--- src/rtl/usr_seq_ctrl.sv ---
// Command sequencer for the 8-bit universal shift register: loads a word, steps
// the usr cmd_count times in the chosen mode, and returns the final word.
module usr_seq_ctrl #(
    parameter int DATA_W = 8,
    parameter int CNT_W  = 3
) (
    input  logic              clk,
    input  logic              rst_a,
    input  logic              cmd_valid,
    output logic              cmd_ready,
    input  logic [DATA_W-1:0] cmd_data,
    input  logic [1:0]        cmd_mode,
    input  logic [CNT_W-1:0]  cmd_count,
    input  logic              abort,
    output logic              usr_load,
    output logic [1:0]        usr_mode,
    output logic [DATA_W-1:0] usr_ip,
    input  logic [DATA_W-1:0] usr_op,
    output logic              res_valid,
    input  logic              res_ready,
    output logic [DATA_W-1:0] res_data,
    output logic              busy
);

    typedef enum logic [2:0] {
        S_IDLE,
        S_LOAD,
        S_SHIFT,
        S_CAPT,
        S_DONE
    } state_t;

    state_t              r_state;
    state_t              w_next;
    logic [DATA_W-1:0]   r_word;
    logic [1:0]          r_mode;
    logic [CNT_W-1:0]    r_rem;
    logic                w_accept;

    assign w_accept = (r_state == S_IDLE) && cmd_valid;

    always_ff @(posedge clk) begin
        if (rst_a) begin
            r_state <= S_IDLE;
            r_word  <= '0;
            r_mode  <= '0;
            r_rem   <= '0;
        end else begin
            r_state <= w_next;
            if (w_accept) begin
                r_word <= cmd_data;
                r_mode <= cmd_mode;
                r_rem  <= cmd_count;
            end else if (r_state == S_CAPT && !abort) begin
                r_word <= usr_op;
                r_rem  <= r_rem - CNT_W'(1);
            end
        end
    end

    always_comb begin
        w_next = r_state;
        case (r_state)
            S_IDLE:  if (cmd_valid) w_next = (cmd_count == '0) ? S_DONE : S_LOAD;
            S_LOAD:  w_next = abort ? S_IDLE : S_SHIFT;
            S_SHIFT: w_next = abort ? S_IDLE : S_CAPT;
            S_CAPT: begin
                if (abort)
                    w_next = S_IDLE;
                else
                    w_next = (r_rem == CNT_W'(1)) ? S_DONE : S_LOAD;
            end
            // abort in DONE drops the result; with res_ready it is a handshake
            S_DONE:  if (res_ready || abort) w_next = S_IDLE;
            default: w_next = S_IDLE;
        endcase
    end

    always_comb begin
        cmd_ready = 1'b0;
        busy      = 1'b1;
        usr_load  = 1'b0;
        usr_mode  = '0;
        usr_ip    = '0;
        res_valid = 1'b0;
        res_data  = '0;
        case (r_state)
            S_IDLE: begin
                cmd_ready = 1'b1;
                busy      = 1'b0;
            end
            S_LOAD: begin
                usr_load = 1'b1;
                usr_mode = r_mode;
                usr_ip   = r_word;
            end
            S_SHIFT, S_CAPT: begin
                usr_mode = r_mode;
                usr_ip   = r_word;
            end
            S_DONE: begin
                res_valid = 1'b1;
                res_data  = r_word;
            end
            default: ;
        endcase
    end

endmodule
--- config.mk ---
export PLATFORM = sky130hd
export DESIGN_NAME = usr_seq_ctrl
export DESIGN_NICKNAME = d
export VERILOG_FILES = /design/src/rtl/usr_seq_ctrl.sv
export SDC_FILE = /design/constraint.sdc
export NUM_CORES = 1
export LEC_CHECK = 0
export CAP_MARGIN = 20
export CORE_MARGIN = 5
export CORE_UTILIZATION = 44
export CTS_BUF_LIST = sky130_fd_sc_hd__clkbuf_2
export DETAILED_ROUTE_END_ITERATION = 16
export PLACE_DENSITY = 0.87
export SLEW_MARGIN = 20
export SYNTH_ARGS = -nofsm -noshare
export SYNTH_HDL_FRONTEND = slang
export SYNTH_SLANG_ARGS = --single-unit
--- constraint.sdc ---
create_clock -name clk -period 4.65 [get_ports clk]
set_clock_uncertainty 0.1 [all_clocks]
set_input_delay 0.93 -clock clk [delete_from_list [all_inputs] [get_ports clk]]
set_output_delay 0.93 -clock clk [all_outputs]
set_load 0.01 [all_outputs]
==> impl_metrics.py, run 1 <==
metrics = {
    "yosys": {
        "yosysWarningCount": 0,
        "synth_simple_gate_area_frac": 0.354,
        "syn-cell-area_um2": 950,
        "synthMuxAreaShare": 0.0119,
        "ys_types": 31,
        "syn-num-nets": 145,
        "synth_top_family_by_area": "simple AND/OR/NAND/NOR gates",
        "seq_area_frac_synth": 0.337,
        "ys_seq_elements": 16,
        "synth_compound_area_frac": 0.178,
        "syn_area_per_cell_um2": 8.12,
        "syn_inst": 117,
        "synthAdderAreaFrac": 0.0264,
        "synthXorXnorAreaFrac": 0.00922,
    },
    "place": {
        "routabilityCongestion": 0.889,
        "dpl.hpwl_um": 2250,
        "io_buffers": 47,
    },
    "floorplanning": {
        "die_w_um": 56.5,
        "fp.coreArea_um2": 2000,
        "dieArea_um2": 3190,
        "initial_core_util": 0.474,
        "rows": 16,
        "io_pins": 48,
        "die_h_um": 56.5,
    },
    "detailed_routing": {
        "drcViolationCount": 0,
        "drt_wl_total_um": 3000,
        "drtAntennaViolNets": 0,
        "vias": 1045,
        "drtIter0Drc": 26,
        "avgViaCountPerCell": 5.65,
        "drtPass1Iterations": 4,
        "wl_per_cell_um": 16.2,
    },
    "clocking": {
        "insertion_delay_ns": 0.30,
        "cts.sinks": 16,
        "cts-buffers-inserted": 3,
        "cts_tree": "done",
        "clk_pin_slew_ns": 0.15,
        "post_cts_resized": 0,
        "postCtsSetupBuffers": 0,
        "hold_buffers": 0,
        "htreeDepth": 1,
        "root_buffer": "clkbuf_2",
        "clk_path_buf_depth": 2,
    },
    "worst_setup_path": {
        "cpPeakStageDelay_ns": 0.55,
        "required_ns": 3.62,
        "slowest_stage": "dfxtp_1",
        "arrival_ns": 2.29,
        "r2r_cells": 3,
        "r2r_start": "r_state[2]$_SDFFE_PP0P_",
        "cp-end-kind": "output pin",
        "crit_top_cell": "nor2_1",
        "cp_max_fo": 11,
        "crit_type": "reg2out",
        "crit_chain": "nor2_1 > nor2_1 > and2_1 > clkdlybuf4s50_1",
        "crit_start": "r_state[1]$_SDFFE_PP0P_",
        "critPathLaunchType": "flop",
    },
    "finish": {
        "antenna_cells": 0,
        "syn2layout_area_growth_pct": 49.9,
        "mostFrequentLayoutCell": "clkdlybuf4s50_1",
        "drive_gt1_frac": 0.0570,
        "final_cell_mix": "clkdlybuf4s50_1, dfxtp_1, and2_1, nand2_1, a21oi_1",
        "num-nets-final": 188,
    },
    "sta": {
        "fin_setup_tns_ns": 0,
        "relSlewSlack": 0.521,
        "max_slew.worst_pin.slew_ns": 0.717,
        "holdWs_ns": 0.374,
        "setup_viol": 0,
        "drv_slew": 0,
        "final_hold_viol_count": 0,
        "finalCriticalPeriod_ns": 3.32,
        "fmax_mhz": 302,
        "rsz0062_at_grt": "no",
        "min_period_over_period": 0.713,
    },
    "power_and_ir_drop": {
        "p_total_uw": 325,
        "power_density_nw_per_um2": 228,
        "vdd_drop_max_mv": 0.206,
        "power_leakage_uw": 0.000544,
    },
    "worst_hold_path": {
        "hold_path.class": "reg2reg",
        "hold_path_depth": 2,
        "hold_start": "r_mode[0]$_SDFFE_PP0P_",
    },
    "grt": {
        "grt.total_usage": 0.192,
        "grt-ovfl-total": 0,
        "antenna_found_initial": 0,
        "grt_max_degree": 20,
        "grt_pass1_wl_um": 4770,
        "grt_pass1_vias": 1008,
    },
    "flow_run": {
        "maxCapViolCount": 0,
    },
    "status": {
        "status": "finished, final reports clean",
    },
}
## layer usage
metal / global-route usage / vias to the layer above / wire length [um]
met2: 0.342 / 41 / 1650
met3: 0.0505 / 8 / 167
met4: 0.0881 / 0 / 72
li1: - / 502 / -
met1: 0.210 / 494 / 1120
met5: 0 / - / 0
## synthesized netlist by cell type
master,instances,area (um^2)
dfxtp_1,16,320
and2_1,11,68.8
nand2_1,10,37.5
a21oi_1,9,45.0
and3_1,8,50.1
nor2_1,7,26.3
nand3_1,6,30.0
a22oi_1,5,37.5
clkbuf_1,5,18.8
inv_1,5,18.8
nor3_1,4,20.0
a311oi_2,3,45.0
buf_2,3,15.0
a32oi_1,2,17.5
buf_6,2,22.5
ha_1,2,25.0
nand2b_1,2,12.5
nor4_1,2,12.5
or3_1,2,12.5
or4b_1,2,20.0
a2bb2oi_1,1,8.76
and3b_1,1,8.76
buf_1,1,3.75
mux2_2,1,11.3
nand4bb_1,1,11.3
nor3b_1,1,7.51
nor4b_1,1,8.76
nor4bb_1,1,10.0
o22ai_1,1,6.26
o2bb2ai_1,1,8.76
xnor2_1,1,8.76
## logic make-up (layout without fill, tap and decap cells)
kind of cell | after synthesis | after routing
AND/OR/NAND/NOR | 59 | 59
AO/OA/AOI/OAI | 22 | 22
flip-flops | 16 | 16
buffers and inverters | 16 | 57
adder cells (fa/ha/maj) | 2 | 2
XOR/XNOR | 1 | 1
multiplexers | 1 | 1
## path summary, 6_finish.rpt
path / endpoint / slack [ns]
worst max-delay path: usr_ip[4] / 1.33
worst min register to register: r_mode[0]$_SDFFE_PP0P_ / 0.37
worst max register to register: r_word[4]$_SDFFE_PP0P_ / 2.78
worst min-delay path: r_mode[0]$_SDFFE_PP0P_ / 0.37
## layout make-up
class | count | area (um^2)
flip-flops and latches | 16 | 320
clock buffers | 3 | 15.0
inverters | 5 | 18.8
well taps | 27 | 33.8
multi-input cells | 85 | 551
repair buffers | 49 | 485
fillers | 166 | 578
## flip-flops by register name, summed over array words and instances, names as in the netlist
register and flops:
r_mode 2, r_state 3, r_word 8, r_rem 3
## worst max-delay path, delay by kind of cell, from the launching register on
| kind | cells | cell delay, ns |
|---|---|---|
| buffers and inverters | 1 | 0.54 |
| flip-flops | 1 | 0.55 |
| AND/OR/NAND/NOR | 3 | 0.89 |
## through the flow
step / utilization / cells / area (um^2) / worst slack (ns)
final: 0.711 / 185 / 1420 / 1.33
after global routing: 0.711 / 185 / 1420 / 1.19
after CTS: 0.711 / 185 / 1420 / 1.35
after floorplan: - / 117 / 950 / 2.63
after detailed placement: 0.704 / 182 / 1410 / 1.70
after global placement: 0.704 / 182 / 1410 / 1.84
## where the power goes
group	leakage, uW	switching [uW]	internal (uW)
combinational	0.000400	45.7	55.9
clock	0.0000125	45.5	17.6
sequential	0.000132	10.8	149
total	0.000544	102	223
No activity file was read; power rests on OpenSTA's default activity.
==> inputs of run 2 (changes only) <==
--- a/config.mk
+++ b/config.mk
@@ -7,10 +7,10 @@
 export LEC_CHECK = 0
 export CAP_MARGIN = 20
 export CORE_MARGIN = 5
-export CORE_UTILIZATION = 44
+export CORE_UTILIZATION = 41
 export CTS_BUF_LIST = sky130_fd_sc_hd__clkbuf_2
 export DETAILED_ROUTE_END_ITERATION = 16
-export PLACE_DENSITY = 0.87
+export PLACE_DENSITY = 0.82
 export SLEW_MARGIN = 20
 export SYNTH_ARGS = -nofsm -noshare
 export SYNTH_HDL_FRONTEND = slang
==> constraint.sdc (replaced) <==
create_clock -name clk -period 3.15 [get_ports clk]
set_clock_uncertainty 0.1 [all_clocks]
set_input_delay 0.63 -clock clk [delete_from_list [all_inputs] [get_ports clk]]
set_output_delay 0.63 -clock clk [all_outputs]
set_load 0.01 [all_outputs]
==> impl_metrics.py, run 2 (synthesis gave the netlist of run 1 again) <==
metrics = {
    "worst_setup_path": {
        "cp-end-kind": "output pin",
        "crit_chain": "nor2_1 > nor2_1 > and2_1 > clkdlybuf4s50_1",
        "required_ns": 2.42,
        "arrival_ns": 2.11,
        "crit_type": "reg2out",
        "cp_max_fo": 11,
        "cpPeakStageDelay_ns": 0.57,
        "crit_top_cell": "nor2_1",
        "critPathLaunchType": "flop",
        "slowest_stage": "dfxtp_1",
    },
    "floorplanning": {
        "fp.coreArea_um2": 2210,
        "die_w_um": 58.1,
        "initial_core_util": 0.429,
        "die_h_um": 58.1,
        "dieArea_um2": 3380,
        "io_pins": 48,
        "rows": 17,
    },
    "detailed_routing": {
        "drtIter0Drc": 26,
        "topRoutingLayerUsed": "met4",
        "drtAntennaViolNets": 0,
        "drtPass1Iterations": 4,
        "wl_per_cell_um": 14.6,
        "dr_wl_met3_um": 198,
        "drcViolationCount": 0,
        "drt_wl_total_um": 2770,
        "avgViaCountPerCell": 5.26,
        "wl_met2_um": 1410,
        "vias": 995,
        "routedLengthMet1_um": 1140,
    },
    "finish": {
        "syn2layout_area_growth_pct": 53.1,
        "antenna_cells": 0,
        "regMostFlops": "r_word",
        "drive_gt1_frac": 0.0807,
        "final_cells": 189,
        "final.fill_count": 198,
        "mostFrequentLayoutCell": "clkdlybuf4s50_1",
        "final_cell_mix": "clkdlybuf4s50_1, dfxtp_1, and2_1, nand2_1, a21oi_1",
        "multi_input_area_um2": 557,
        "reg_top3": "r_word: 8 flops, r_rem: 3 flops, r_state: 3 flops",
        "num-nets-final": 191,
        "largest_register_ffs": 8,
        "ff_latch_area_um2": 320,
    },
    "sta": {
        "finalCriticalPeriod_ns": 2.84,
        "fmax_mhz": 353,
        "fin_setup_tns_ns": 0,
        "drv_slew": 0,
        "relSlewSlack": 0.596,
        "rsz0062_at_grt": "no",
        "min_period_over_period": 0.900,
        "max_slew.worst_pin.slew_ns": 0.598,
        "setup_viol": 0,
        "final_hold_viol_count": 0,
    },
    "grt": {
        "grt-ovfl-total": 0,
        "antenna_found_initial": 0,
        "grt_pass1_wl_um": 4560,
        "grt_max_degree": 20,
        "grt_pass1_vias": 1013,
        "grt.total_usage": 0.175,
    },
    "clocking": {
        "cts_tree": "done",
        "postCtsSetupBuffers": 0,
        "clk_pin_slew_ns": 0.14,
        "hold_buffers": 0,
        "clk_path_buf_depth": 2,
        "insertion_delay_ns": 0.27,
        "post_cts_resized": 0,
        "cts-buffers-inserted": 3,
        "htreeDepth": 1,
        "root_buffer": "clkbuf_2",
        "cts.sinks": 16,
    },
    "power_and_ir_drop": {
        "power_density_nw_per_um2": 328,
        "p_total_uw": 476,
        "vdd_drop_max_mv": 0.247,
        "power_leakage_uw": 0.000560,
    },
    "place": {
        "io_buffers": 47,
        "dpl.hpwl_um": 2180,
        "routabilityCongestion": 0.779,
        "dp_cells": 186,
    },
    "status": {
        "status": "finished, final reports clean",
    },
    "flow_run": {
        "maxCapViolCount": 0,
    },
    "worst_hold_path": {
        "hold_path.class": "reg2reg",
    },
}
run 2: report_power, final:
group          switching, uW  internal [uW]  leakage (uW)
clock                   59.7           26.0     0.0000125
combinational           68.2           86.5      0.000416
sequential              16.1            220      0.000132
run 2: metrics by stage:
stage                     utilization  worst slack, ns  cell area [um^2]  hold slack [ns]
after floorplan                     -             1.43               950            0.332
after global placement          0.650            0.695              1440            0.349
after detailed placement        0.650            0.654              1440            0.355
after CTS                       0.657            0.313              1450            0.374
after global routing            0.657            0.104              1450            0.401
final                           0.657            0.314              1450            0.374
run 2: path summary, 6_finish.rpt:
| kind | endpoint | cells after the start | slack [ns] | startpoint |
|---|---|---|---|---|
| worst max-delay path | usr_ip[5] | 4 | 0.31 | r_state[1]$_SDFFE_PP0P_ |
| worst min-delay path | r_mode[0]$_SDFFE_PP0P_ | 2 | 0.37 | r_mode[0]$_SDFFE_PP0P_ |
| worst max register to register | r_word[1]$_SDFFE_PP0P_ | 3 | 1.25 | r_state[2]$_SDFFE_PP0P_ |
| worst min register to register | r_mode[0]$_SDFFE_PP0P_ | 2 | 0.37 | r_mode[0]$_SDFFE_PP0P_ |
run 2: layout make-up:
class	count	area share
Tap cell	28	0.0241
Multi-Input combinational cell	85	0.383
Sequential cell	16	0.220
Inverter	5	0.0129
Clock buffer	3	0.0103
Timing Repair Buffer	52	0.349
run 2: critical path: cells and delay by family (launching register included):
family        cells  cell delay [ns]
buf+inv           1             0.55
simple gates      3             0.72
flops             1             0.57
run 2: per-layer routing:
layer	vias to the layer above	track usage
met5	-	0
met4	0	0.0497
met3	2	0.0356
met2	33	0.303
met1	454	0.217
li1	506	-
==> inputs of run 3 (changes only) <==
--- a/config.mk
+++ b/config.mk
@@ -11,6 +11,7 @@
 export CTS_BUF_LIST = sky130_fd_sc_hd__clkbuf_2
 export DETAILED_ROUTE_END_ITERATION = 16
 export PLACE_DENSITY = 0.82
+export SKIP_LAST_GASP = 1
 export SLEW_MARGIN = 20
 export SYNTH_ARGS = -nofsm -noshare
 export SYNTH_HDL_FRONTEND = slang
==> results of run 3 <==
The final DEF is identical to that of run 2; final timing and power are the same.
